`config.mk`:
```
export PLATFORM = sky130hd
export DESIGN_NAME = uart_tx_frame
export DESIGN_NICKNAME = d
export VERILOG_FILES = /design/src/rtl/uart_tx_frame.sv
export SDC_FILE = /design/constraint.sdc
export NUM_CORES = 1
export LEC_CHECK = 0
export ABC_AREA = 1
export BUFFER_PORTS_ARGS = -buffer_cell sky130_fd_sc_hd__buf_2
export CAP_MARGIN = 20
export CELL_PAD_IN_SITES_DETAIL_PLACEMENT = 1
export CELL_PAD_IN_SITES_GLOBAL_PLACEMENT = 1
export CORE_MARGIN = 2
export CORE_UTILIZATION = 32
export CTS_BUF_LIST = sky130_fd_sc_hd__clkbuf_4
export DETAILED_ROUTE_END_ITERATION = 12
export GPL_TIMING_DRIVEN = 0
export PLACE_DENSITY = 0.69
export SLEW_MARGIN = 25
export SYNTH_ARGS = -nofsm -noshare
export SYNTH_HDL_FRONTEND = slang
export SYNTH_SLANG_ARGS = --single-unit
export TNS_END_PERCENT = 10
```
`constraint.sdc`:
```
create_clock -name clk -period 4.25 [get_ports clk]
set_clock_uncertainty 0.1 [all_clocks]
set_input_delay 0.425 -clock clk [delete_from_list [all_inputs] [get_ports clk]]
set_output_delay 0.425 -clock clk [all_outputs]
set_load 0.02 [all_outputs]
```
`src/rtl/uart_tx_frame.sv`:
```
// UART frame transmitter: start bit, 5..8 data bits LSB-first, optional parity, 1 or 2 stop bits.
// Optional line-break generation is compiled in with `define UART_TX_BREAK_EN.
module uart_tx_frame #(
  parameter int DIV_W   = 17,
  parameter int MIN_DIV = 2
) (
  input  logic             clk,
  input  logic             rst,
  input  logic             tx_start,
  input  logic [7:0]       tx_data,
  input  logic [3:0]       length,
  input  logic             parity_type,
  input  logic             parity_en,
  input  logic             stop2,
  input  logic [DIV_W-1:0] baud,
  input  logic             tx_break,
  output logic             tx,
  output logic             tx_busy,
  output logic             tx_done,
  output logic             tx_err
);

`ifdef UART_TX_BREAK_EN
  typedef enum logic [2:0] {
    S_IDLE, S_START, S_DATA, S_PARITY, S_STOP1, S_STOP2, S_DONE, S_BREAK
  } state_e;
`else
  typedef enum logic [2:0] {
    S_IDLE, S_START, S_DATA, S_PARITY, S_STOP1, S_STOP2, S_DONE
  } state_e;
`endif

  state_e           state_q;
  logic [7:0]       data_q;
  logic [3:0]       len_q;
  logic             ptype_q;
  logic             pen_q;
  logic             stop2_q;
  logic [DIV_W-1:0] baud_q;
  logic [DIV_W-1:0] cyc_cnt_q;
  logic [2:0]       bit_cnt_q;
  logic             tx_q;
  logic             done_q;
  logic             err_q;

  logic             cyc_last_d;
  logic             bit_last_d;
  logic [2:0]       nxt_bit_d;
  logic [7:0]       data_mask_d;
  logic             par_bit_d;
  logic             req_ok_d;

  assign cyc_last_d  = (cyc_cnt_q == baud_q - DIV_W'(1));
  assign bit_last_d  = ({1'b0, bit_cnt_q} == len_q - 4'd1);
  assign nxt_bit_d   = bit_cnt_q + 3'd1;
  // Parity covers only the bits actually sent, never the ignored upper payload bits.
  assign data_mask_d = data_q & (8'hFF >> (4'd8 - len_q));
  assign par_bit_d   = ptype_q ? (^data_mask_d) : ~(^data_mask_d);
  assign req_ok_d    = (length >= 4'd5) && (length <= 4'd8) && (baud >= DIV_W'(MIN_DIV));

`ifdef UART_TX_BREAK_EN
  logic [3:0] brk_cnt_q;
  logic [3:0] frame_bits_d;
  assign frame_bits_d = 4'd2 + len_q + {3'b000, pen_q} + {3'b000, stop2_q};
`else
  logic unused_break;
  assign unused_break = tx_break;
`endif

  always_ff @(posedge clk) begin
    if (!rst) begin
      state_q   <= S_IDLE;
      data_q    <= '0;
      len_q     <= '0;
      ptype_q   <= 1'b0;
      pen_q     <= 1'b0;
      stop2_q   <= 1'b0;
      baud_q    <= '0;
      cyc_cnt_q <= '0;
      bit_cnt_q <= '0;
      tx_q      <= 1'b1;
      done_q    <= 1'b0;
      err_q     <= 1'b0;
`ifdef UART_TX_BREAK_EN
      brk_cnt_q <= '0;
`endif
    end else begin
      done_q <= 1'b0;
      err_q  <= 1'b0;
      case (state_q)
        S_IDLE: begin
          tx_q      <= 1'b1;
          cyc_cnt_q <= '0;
          bit_cnt_q <= '0;
`ifdef UART_TX_BREAK_EN
          if (tx_break) begin
            len_q     <= length;
            pen_q     <= parity_en;
            stop2_q   <= stop2;
            baud_q    <= (baud < DIV_W'(MIN_DIV)) ? DIV_W'(MIN_DIV) : baud;
            brk_cnt_q <= '0;
            tx_q      <= 1'b0;
            state_q   <= S_BREAK;
          end else
`endif
          if (tx_start) begin
            if (req_ok_d) begin
              data_q  <= tx_data;
              len_q   <= length;
              ptype_q <= parity_type;
              pen_q   <= parity_en;
              stop2_q <= stop2;
              baud_q  <= baud;
              tx_q    <= 1'b0;
              state_q <= S_START;
            end else begin
              err_q <= 1'b1;
            end
          end
        end
        S_START: begin
          if (cyc_last_d) begin
            cyc_cnt_q <= '0;
            bit_cnt_q <= '0;
            tx_q      <= data_q[0];
            state_q   <= S_DATA;
          end else begin
            cyc_cnt_q <= cyc_cnt_q + DIV_W'(1);
          end
        end
        S_DATA: begin
          if (cyc_last_d) begin
            cyc_cnt_q <= '0;
            if (bit_last_d) begin
              tx_q    <= pen_q ? par_bit_d : 1'b1;
              state_q <= pen_q ? S_PARITY : S_STOP1;
            end else begin
              bit_cnt_q <= nxt_bit_d;
              tx_q      <= data_q[nxt_bit_d];
            end
          end else begin
            cyc_cnt_q <= cyc_cnt_q + DIV_W'(1);
          end
        end
        S_PARITY: begin
          if (cyc_last_d) begin
            cyc_cnt_q <= '0;
            tx_q      <= 1'b1;
            state_q   <= S_STOP1;
          end else begin
            cyc_cnt_q <= cyc_cnt_q + DIV_W'(1);
          end
        end
        S_STOP1: begin
          tx_q <= 1'b1;
          if (cyc_last_d) begin
            cyc_cnt_q <= '0;
            state_q   <= stop2_q ? S_STOP2 : S_DONE;
            done_q    <= ~stop2_q;
          end else begin
            cyc_cnt_q <= cyc_cnt_q + DIV_W'(1);
          end
        end
        S_STOP2: begin
          tx_q <= 1'b1;
          if (cyc_last_d) begin
            cyc_cnt_q <= '0;
            state_q   <= S_DONE;
            done_q    <= 1'b1;
          end else begin
            cyc_cnt_q <= cyc_cnt_q + DIV_W'(1);
          end
        end
        S_DONE: begin
          tx_q    <= 1'b1;
          state_q <= S_IDLE;
        end
`ifdef UART_TX_BREAK_EN
        S_BREAK: begin
          // Low time is at least one full frame, then extended for as long as tx_break is held.
          tx_q <= 1'b0;
          if (brk_cnt_q != frame_bits_d) begin
            if (cyc_last_d) begin
              cyc_cnt_q <= '0;
              brk_cnt_q <= brk_cnt_q + 4'd1;
            end else begin
              cyc_cnt_q <= cyc_cnt_q + DIV_W'(1);
            end
          end else if (!tx_break) begin
            tx_q    <= 1'b1;
            done_q  <= 1'b1;
            state_q <= S_DONE;
          end
        end
`endif
        default: begin
          tx_q    <= 1'b1;
          state_q <= S_IDLE;
        end
      endcase
    end
  end

  assign tx      = tx_q;
  assign tx_busy = (state_q != S_IDLE);
  assign tx_done = done_q;
  assign tx_err  = err_q;

endmodule

```
==> metrics.txt, run 1 <==
# TYPE chip_impl_metric gauge
chip_impl_metric{name="via_count",unit=""} 3857
chip_impl_metric{name="route.detailed.vias_per_inst",unit=""} 4.945
chip_impl_metric{name="worstPathArrival",unit="ps"} 2820
chip_impl_metric{name="io-pin-count",unit=""} 40
chip_impl_metric{name="synth.lib_cells_used.distinct",unit=""} 39
chip_impl_metric{name="critPathBufInv",unit=""} 2
chip_impl_info{name="synth_area_leader_cell",value="sky130_fd_sc_hd__dfxtp_1"} 1
chip_impl_metric{name="timing.critical_path.fanout_max",unit=""} 10
chip_impl_info{name="critPathSlowestCell",value="sky130_fd_sc_hd__dfxtp_1"} 1
chip_impl_info{name="classification_of_the_worst_setup_path",value="reg2reg"} 1
chip_impl_metric{name="initial_util",unit=""} 0.3311
chip_impl_info{name="post-synth-top-count-cell",value="sky130_fd_sc_hd__nand2_1"} 1
chip_impl_metric{name="multi_input_comb_area",unit="um2"} 2263
chip_impl_metric{name="synth_seq_cells",unit=""} 58
chip_impl_metric{name="simple_gate_area_share_of_the_yosys_netlist",unit=""} 0.3407
chip_impl_info{name="synth_top_family_by_area",value="simple AND/OR/NAND/NOR gates"} 1
chip_impl_metric{name="synth-edff-count",unit=""} 0
chip_impl_metric{name="drc",unit=""} 0
chip_impl_metric{name="synthDominantCellAreaShare",unit=""} 0.3046
chip_impl_metric{name="drt.antenna.violating_nets",unit=""} 0
chip_impl_metric{name="global_route.usage.met3",unit=""} 0.02625
chip_impl_metric{name="post-route-min-period",unit="ps"} 2625
chip_impl_metric{name="dp_hpwl",unit="um"} 9415
chip_impl_metric{name="synth_area_per_cell",unit="um2"} 6.539
chip_impl_metric{name="synth_compound_area_frac",unit=""} 0.1562
chip_impl_info{name="holdCritPathClass",value="in2reg"} 1
chip_impl_metric{name="share_of_the_synthesized_netlist_area_taken_by_xor_and_xnor_gates",unit=""} 0.07713
chip_impl_info{name="crit_chain",value="inv_2, ha_1, nand3_2, nor2_4, nand3_2, nand2_1, nand3_1, nor2_1, nand2_1, nor2_1, nand3_2, nand2_2, inv_2, nand2_1, a21oi_1"} 1
chip_impl_metric{name="vdd_drop_max",unit="mV"} 0.2273
chip_impl_metric{name="core_area",unit="um2"} 11520
chip_impl_info{name="clock_tree_from_tritoncts",value="yes"} 1
chip_impl_metric{name="placed_area",unit="um2"} 4182
chip_impl_info{name="rsz0062_at_grt",value="no"} 1
chip_impl_metric{name="numCtsBuffers",unit=""} 9
chip_impl_metric{name="cells_after_synth",unit=""} 583
chip_impl_metric{name="syn_area",unit="um2"} 3812
chip_impl_metric{name="ys_warn_count",unit=""} 0
chip_impl_metric{name="globalRoute.totalOverflow",unit=""} 0
chip_impl_info{name="status",value="finished clean"} 1
chip_impl_metric{name="grt_usage",unit=""} 0.1883
chip_impl_info{name="post_synth_most_frequent_cells",value="sky130_fd_sc_hd__nand2_1 (136), sky130_fd_sc_hd__inv_1 (84), sky130_fd_sc_hd__dfxtp_1 (58), sky130_fd_sc_hd__a21oi_1 (57), sky130_fd_sc_hd__nor2_1 (45)"} 1
chip_impl_metric{name="cts_hold_repair.buffers",unit=""} 0
chip_impl_metric{name="maxClockFrequency",unit="MHz"} 380.9
chip_impl_metric{name="seq_area_frac_synth",unit=""} 0.3046
chip_impl_metric{name="setup_tns",unit="ps"} 0
chip_impl_metric{name="required_time_of_the_critical_path",unit="ps"} 4450
chip_impl_metric{name="place.detailed.instances",unit=""} 764
chip_impl_info{name="timing.critical_path.max_delay_family",value="simple AND/OR/NAND/NOR gates"} 1
chip_impl_metric{name="first_global_vias",unit=""} 4036
chip_impl_metric{name="synth_fa_ha_area_frac",unit=""} 0.01969
chip_impl_metric{name="place_congestion",unit=""} 0.8198
chip_impl_metric{name="p_leak",unit="nW"} 1.946
chip_impl_metric{name="worst_slew_pin_slew",unit="ps"} 576.3
chip_impl_metric{name="clockBufferDepth",unit=""} 2
chip_impl_metric{name="grtUsageMet2",unit=""} 0.3509
chip_impl_metric{name="cts-htree-levels",unit=""} 3
chip_impl_metric{name="diodes",unit=""} 0
chip_impl_metric{name="seqCellArea",unit="um2"} 1161
chip_impl_metric{name="fin_crit_sh",unit=""} 0.6177
chip_impl_info{name="ys_dominant_reg_cell",value="sky130_fd_sc_hd__dfxtp_1"} 1
chip_impl_metric{name="mappedNetlistNets",unit=""} 625
chip_impl_metric{name="cp_slowest_stage_delay",unit="ps"} 330
chip_impl_metric{name="timing.final.setup_violations",unit=""} 0
chip_impl_metric{name="synth_async_sr_flop_share",unit=""} 0
chip_impl_metric{name="die_w",unit="um"} 113.2
chip_impl_metric{name="cts_clk_pin_slew_worst_paths",unit="ps"} 100
chip_impl_metric{name="fill_count",unit=""} 1517
chip_impl_metric{name="drt_wl_total",unit="um"} 11420
chip_impl_metric{name="timing.max_cap.violations",unit=""} 0
chip_impl_metric{name="io_buffers",unit=""} 38
chip_impl_metric{name="cts_repair_resize_count",unit=""} 0
chip_impl_info{name="gr-max-usage-layer",value="met2"} 1
chip_impl_metric{name="wl_per_cell",unit="um"} 14.64
chip_impl_metric{name="use_met1",unit=""} 0.2158
chip_impl_info{name="ctsRootBufferMaster",value="sky130_fd_sc_hd__clkbuf_4"} 1
chip_impl_metric{name="die_area",unit="um2"} 12800
chip_impl_metric{name="grt_max_degree",unit=""} 11
chip_impl_info{name="post_synth_main_area_contributors",value="sky130_fd_sc_hd__dfxtp_1 (30%), sky130_fd_sc_hd__nand2_1 (13%), sky130_fd_sc_hd__inv_1 (8.3%)"} 1
chip_impl_metric{name="rows",unit=""} 39
chip_impl_metric{name="detailedRoute.firstIterationViolations",unit=""} 108
chip_impl_metric{name="first_pass_grt_wire_length",unit="um"} 19120
chip_impl_info{name="worst_setup_path_end_kind",value="flip-flop"} 1
chip_impl_metric{name="timing.final.max_slew_violations",unit=""} 0
chip_impl_metric{name="synth_mux_area_frac",unit=""} 0
chip_impl_metric{name="power.density",unit="nW/um2"} 500.2
chip_impl_metric{name="postCtsSetupRepairBufs",unit=""} 0
chip_impl_metric{name="num-nets-final",unit=""} 674
chip_impl_metric{name="clock_sinks",unit=""} 58
chip_impl_metric{name="die_height",unit="um"} 113.2
chip_impl_metric{name="worstSkewPairLatency",unit="ps"} 430
chip_impl_metric{name="flow.area_growth_from_synthesis",unit="%"} 13.78
chip_impl_metric{name="timing_hold_violations_final",unit=""} 0
chip_impl_metric{name="final_design_area_no_fill",unit="um2"} 4338
chip_impl_metric{name="drive_above_1_share",unit=""} 0.1444
chip_impl_metric{name="design_power_total",unit="mW"} 2.170
chip_impl_metric{name="detailedRoute.firstPassIterationCount",unit=""} 4
chip_impl_info{name="critical_path.startpoint_type",value="flip-flop"} 1
chip_impl_metric{name="timing.slew.headroom",unit=""} 0.6158
chip_impl_metric{name="layoutNonFillerInstCount",unit=""} 780
chip_impl_metric{name="grt_antenna_before_repair",unit=""} 0
## kinds of logic after synthesis
logic type,count (synthesis)
AND/OR/NAND/NOR,272
flip-flops,58
XOR/XNOR,32
adder cells (fa/ha/maj),6
AO/OA/AOI/OAI,113
buffers and inverters,102
## layout make-up
| class | instances | share of cell area |
|---|---|---|
| Buffer | 12 | 0.01154 |
| Clock buffer | 10 | 0.01731 |
| Clock inverter | 6 | 0.01875 |
| Inverter | 90 | 0.07788 |
| Multi-Input combinational cell | 423 | 0.5218 |
| Sequential cell | 58 | 0.2677 |
| Tap cell | 143 | 0.04125 |
| Timing Repair Buffer | 38 | 0.04384 |
## flip-flops by register name, summed over array words and instances (netlist names), 3 cells and up
register	cells
cyc_cnt_q	17
data_q	8
state_q	3
len_q	4
bit_cnt_q	3
baud_q	17
## power by group
part / leakage [nW] / internal [mW] / switching (mW)
clock network: 0.0838 / 0.241 / 0.222
logic: 1.39 / 0.347 / 0.686
registers: 0.471 / 0.609 / 0.0644
## cells in the final DEF (no fill, tap or decap), types with 2 or more instances in the layout
cell	instances
sky130_fd_sc_hd__dfxtp_1	58
sky130_fd_sc_hd__clkinv_2	2
sky130_fd_sc_hd__nand3b_1	7
sky130_fd_sc_hd__buf_2	39
sky130_fd_sc_hd__nand2_4	2
sky130_fd_sc_hd__clkinv_1	2
sky130_fd_sc_hd__nor2_1	45
sky130_fd_sc_hd__nand4_1	10
sky130_fd_sc_hd__nand2_1	136
sky130_fd_sc_hd__nand2_2	5
sky130_fd_sc_hd__inv_1	84
sky130_fd_sc_hd__nand3_2	5
sky130_fd_sc_hd__inv_2	5
sky130_fd_sc_hd__clkbuf_1	10
sky130_fd_sc_hd__a31oi_1	2
sky130_fd_sc_hd__nor3_1	4
sky130_fd_sc_hd__o21ai_0	44
sky130_fd_sc_hd__clkbuf_4	10
sky130_fd_sc_hd__ha_1	6
sky130_fd_sc_hd__bufinv_16	2
sky130_fd_sc_hd__nor2_4	4
sky130_fd_sc_hd__nor2_2	9
sky130_fd_sc_hd__nor3_2	3
sky130_fd_sc_hd__a21oi_1	57
sky130_fd_sc_hd__o22ai_1	2
sky130_fd_sc_hd__xnor2_1	14
sky130_fd_sc_hd__xor2_1	17
sky130_fd_sc_hd__o211ai_1	2
sky130_fd_sc_hd__nor4_1	5
sky130_fd_sc_hd__nand3_1	33
## worst min-delay path, stage by stage
cell	delay (ps)
sky130_fd_sc_hd__buf_2	110
sky130_fd_sc_hd__nand3_1	70
sky130_fd_sc_hd__a21oi_1	40
## through the flow
stage,hold WS [ps],setup slack [ps],util
finish,154.9,1625,0.3767
global placement,343.4,1484,0.3631
global route,180.8,1410,0.3767
floorplan,334.7,2278,-
detailed placement,354.0,1452,0.3631
CTS,120.8,1627,0.3767
## per-layer routing
layer / wire (um) / vias up
li1: - / 1985
met1: 5044 / 1816
met2: 5883 / 37
met3: 213 / 19
met4: 276 / 0
met5: 0 / -
## path summary, 6_finish.rpt
path | startpoint | end | slack [ps] | cells past startpoint
worst min register to register | baud_q[16] | baud_q[16] | 360 | 2
worst min-delay path | tx_start | tx_err | 150 | 3
worst max register to register | baud_q[0] | cyc_cnt_q[11] | 1620 | 15
worst max-delay path | baud_q[0] | cyc_cnt_q[11] | 1620 | 15
(Power assumes the default switching activity.)
==> inputs of run 2 (changes only) <==
- PLACE_DENSITY: 0.69 -> 0.71
- clock period: 4.25 -> 2.1 ns (I/O delays scaled with it)
==> metrics.txt, run 2 (synthesized netlist as in run 1, its figures left out) <==
# TYPE chip_impl_metric gauge
chip_impl_metric{name="numCtsBuffers",unit=""} 9
chip_impl_metric{name="cts_clk_pin_slew_worst_paths",unit="ps"} 110
chip_impl_metric{name="maxClockFrequency",unit="MHz"} 450.4
chip_impl_metric{name="num-nets-final",unit=""} 710
chip_impl_metric{name="pre_cts_setup_slack",unit="ps"} -502.1
chip_impl_metric{name="final.setup.worst_slack",unit="ps"} -120.1
chip_impl_metric{name="timing.final.max_slew_violations",unit=""} 0
chip_impl_metric{name="first_pass_grt_wire_length",unit="um"} 20050
chip_impl_info{name="critPathSlowestCell",value="sky130_fd_sc_hd__dfxtp_1"} 1
chip_impl_metric{name="grt_usage",unit=""} 0.1952
chip_impl_metric{name="initial_util",unit=""} 0.3311
chip_impl_metric{name="dp_hpwl",unit="um"} 9302
chip_impl_metric{name="detailedRoute.firstPassIterationCount",unit=""} 4
chip_impl_metric{name="rows",unit=""} 39
chip_impl_info{name="rsz0062_at_grt",value="yes"} 1
chip_impl_info{name="holdCritPathClass",value="in2reg"} 1
chip_impl_metric{name="final_design_area_no_fill",unit="um2"} 4791
chip_impl_metric{name="grt_max_degree",unit=""} 11
chip_impl_metric{name="worstSkewPairLatency",unit="ps"} 430
chip_impl_metric{name="clockBufferDepth",unit=""} 2
chip_impl_metric{name="timing.critical_path.fanout_max",unit=""} 5
chip_impl_metric{name="holdWs",unit="ps"} -7.549
chip_impl_metric{name="globalRoute.totalOverflow",unit=""} 0
chip_impl_metric{name="drc",unit=""} 0
chip_impl_metric{name="flow.area_growth_from_synthesis",unit="%"} 25.66
chip_impl_metric{name="clock_sinks",unit=""} 58
chip_impl_info{name="critical_path.startpoint_type",value="flip-flop"} 1
chip_impl_metric{name="grt_antenna_before_repair",unit=""} 0
chip_impl_metric{name="route.detailed.vias_per_inst",unit=""} 4.972
chip_impl_metric{name="core_area",unit="um2"} 11520
chip_impl_metric{name="worstPathArrival",unit="ps"} 2450
chip_impl_info{name="violated_checks",value="negative hold slack, negative setup slack"} 1
chip_impl_info{name="mostFrequentLayoutCells",value="sky130_fd_sc_hd__nand2_1 (131), sky130_fd_sc_hd__inv_1 (83), sky130_fd_sc_hd__a21oi_1 (57), sky130_fd_sc_hd__dfxtp_1 (53), sky130_fd_sc_hd__buf_2 (39)"} 1
chip_impl_info{name="status",value="finished, violations left"} 1
chip_impl_metric{name="die_height",unit="um"} 113.2
chip_impl_metric{name="drt_wl_total",unit="um"} 12200
chip_impl_metric{name="drt.antenna.violating_nets",unit=""} 0
chip_impl_metric{name="timing.final.setup_violations",unit=""} 23
chip_impl_metric{name="cp_slowest_stage_delay",unit="ps"} 400
chip_impl_metric{name="vdd_drop_max",unit="mV"} 0.4420
chip_impl_info{name="mostFrequentLayoutCell",value="sky130_fd_sc_hd__nand2_1"} 1
chip_impl_metric{name="required_time_of_the_critical_path",unit="ps"} 2330
chip_impl_metric{name="cts-htree-levels",unit=""} 3
chip_impl_metric{name="place_congestion",unit=""} 0.8225
chip_impl_metric{name="drive_above_1_share",unit=""} 0.1872
chip_impl_metric{name="worst_slew_pin_slew",unit="ps"} 584.1
chip_impl_metric{name="placed_area",unit="um2"} 4182
chip_impl_metric{name="power.density",unit="nW/um2"} 957.3
chip_impl_metric{name="p_leak",unit="nW"} 2.111
chip_impl_metric{name="timing.slew.headroom",unit=""} 0.6106
chip_impl_info{name="classification_of_the_worst_setup_path",value="reg2reg"} 1
chip_impl_info{name="path_common_cell",value="sky130_fd_sc_hd__nand2_1"} 1
chip_impl_info{name="crit_chain",value="nor2_4, nand2_1, nor2_4, nand2_2, o21ai_2, nand3_1, nor2_2, nand3_4, o211ai_1, nand2_1, inv_1, nand2_1"} 1
chip_impl_metric{name="fin_crit_sh",unit=""} 1.057
chip_impl_metric{name="timing_hold_violations_final",unit=""} 1
chip_impl_metric{name="io_buffers",unit=""} 38
chip_impl_metric{name="wl_per_cell",unit="um"} 14.95
chip_impl_metric{name="post-route-min-period",unit="ps"} 2220
chip_impl_metric{name="via_count",unit=""} 4057
chip_impl_metric{name="detailedRoute.firstIterationViolations",unit=""} 143
chip_impl_info{name="biggestRegsByFlops",value="baud_q x17, cyc_cnt_q x17, data_q x8"} 1
chip_impl_info{name="clock_tree_from_tritoncts",value="yes"} 1
chip_impl_metric{name="die_w",unit="um"} 113.2
chip_impl_info{name="ctsRootBufferMaster",value="sky130_fd_sc_hd__clkbuf_4"} 1
chip_impl_metric{name="io-pin-count",unit=""} 40
chip_impl_metric{name="first_global_vias",unit=""} 4240
chip_impl_metric{name="die_area",unit="um2"} 12800
chip_impl_metric{name="timing.max_cap.violations",unit=""} 0
chip_impl_info{name="worst_setup_path_end_kind",value="flip-flop"} 1
chip_impl_metric{name="diodes",unit=""} 0
run 2: changes by cell type in the layout (fill, tap and decap cells not counted), sizes merged:
cell,delta
dlygate4sd3,+24
bufinv,-1
nand3,+1
clkinv,+2
clkbuf,-1
buf,+11
run 2: stage by stage:
stage / power (mW) / hold slack (ps) / TNS, ps / std cells / utilization
3_3_place_gp: 3.408 / 343.6 / -16120 / 764 / 0.3631
2_1_floorplan: 2.944 / 250.9 / 0 / 583 / -
5_1_grt: 4.974 / 22.93 / -5730 / 816 / 0.4160
4_1_cts: 4.452 / 0.4545 / -2223 / 810 / 0.4034
3_5_place_dp: 3.494 / 352.9 / -19310 / 764 / 0.3631
6_report: 4.586 / -7.549 / -1060 / 816 / 0.4160
run 2: critical path, delay by kind of cell (launching register included):
family / cells / cell delay, ps
flops: 1 / 400
compound gates: 2 / 310
simple gates: 9 / 1240
buf+inv: 1 / 90
run 2: path summary, 6_finish.rpt:
kind	to	cells past startpoint	slack, ps	start
worst min-delay path	baud_q[14]	3	-8	baud[14]
worst max-delay path	tx	12	-120	baud_q[6]
worst max register to register	tx	12	-120	baud_q[6]
worst min register to register	len_q[3]	2	370	len_q[3]
run 2: repair_timing:
| item | in CTS | in global routing |
|---|---|---|
| resized for setup | 16 | 36 |
| pin swaps | 7 | 7 |
| setup endpoints to repair | 57 | 55 |
| hold endpoints to repair | 23 | 1 |
| hold buffers | 23 | 1 |
| setup buffers | 7 | 4 |
| gates cloned | 0 | 1 |
run 2: area by class of cell:
class | count | area [um2]
Buffer | 12 | 51.30
Sequential cell | 58 | 1167
Fill cell | 1512 | 6725
Clock buffer | 9 | 67.56
Timing Repair Buffer | 73 | 516.7
Multi-Input combinational cell | 424 | 2404
Tap cell | 143 | 178.9
Inverter | 90 | 345.3
Clock inverter | 7 | 60.06
run 2: routing by layer:
| layer | GRT usage | wire length [um] | part of all wire | up-vias |
|---|---|---|---|---|
| li1 | - | - | - | 2059 |
| met3 | 0.02464 | 257 | 0.021 | 11 |
| met4 | 0.06098 | 138 | 0.011 | 0 |
| met5 | 0 | 0 | 0 | - |
| met2 | 0.3796 | 6605 | 0.54 | 42 |
| met1 | 0.2187 | 5196 | 0.43 | 1945 |
run 2: power breakdown:
group	switching, mW	internal, mW
clock network	0.445	0.348
registers	0.141	1.24
logic	1.54	0.875
total	2.13	2.46
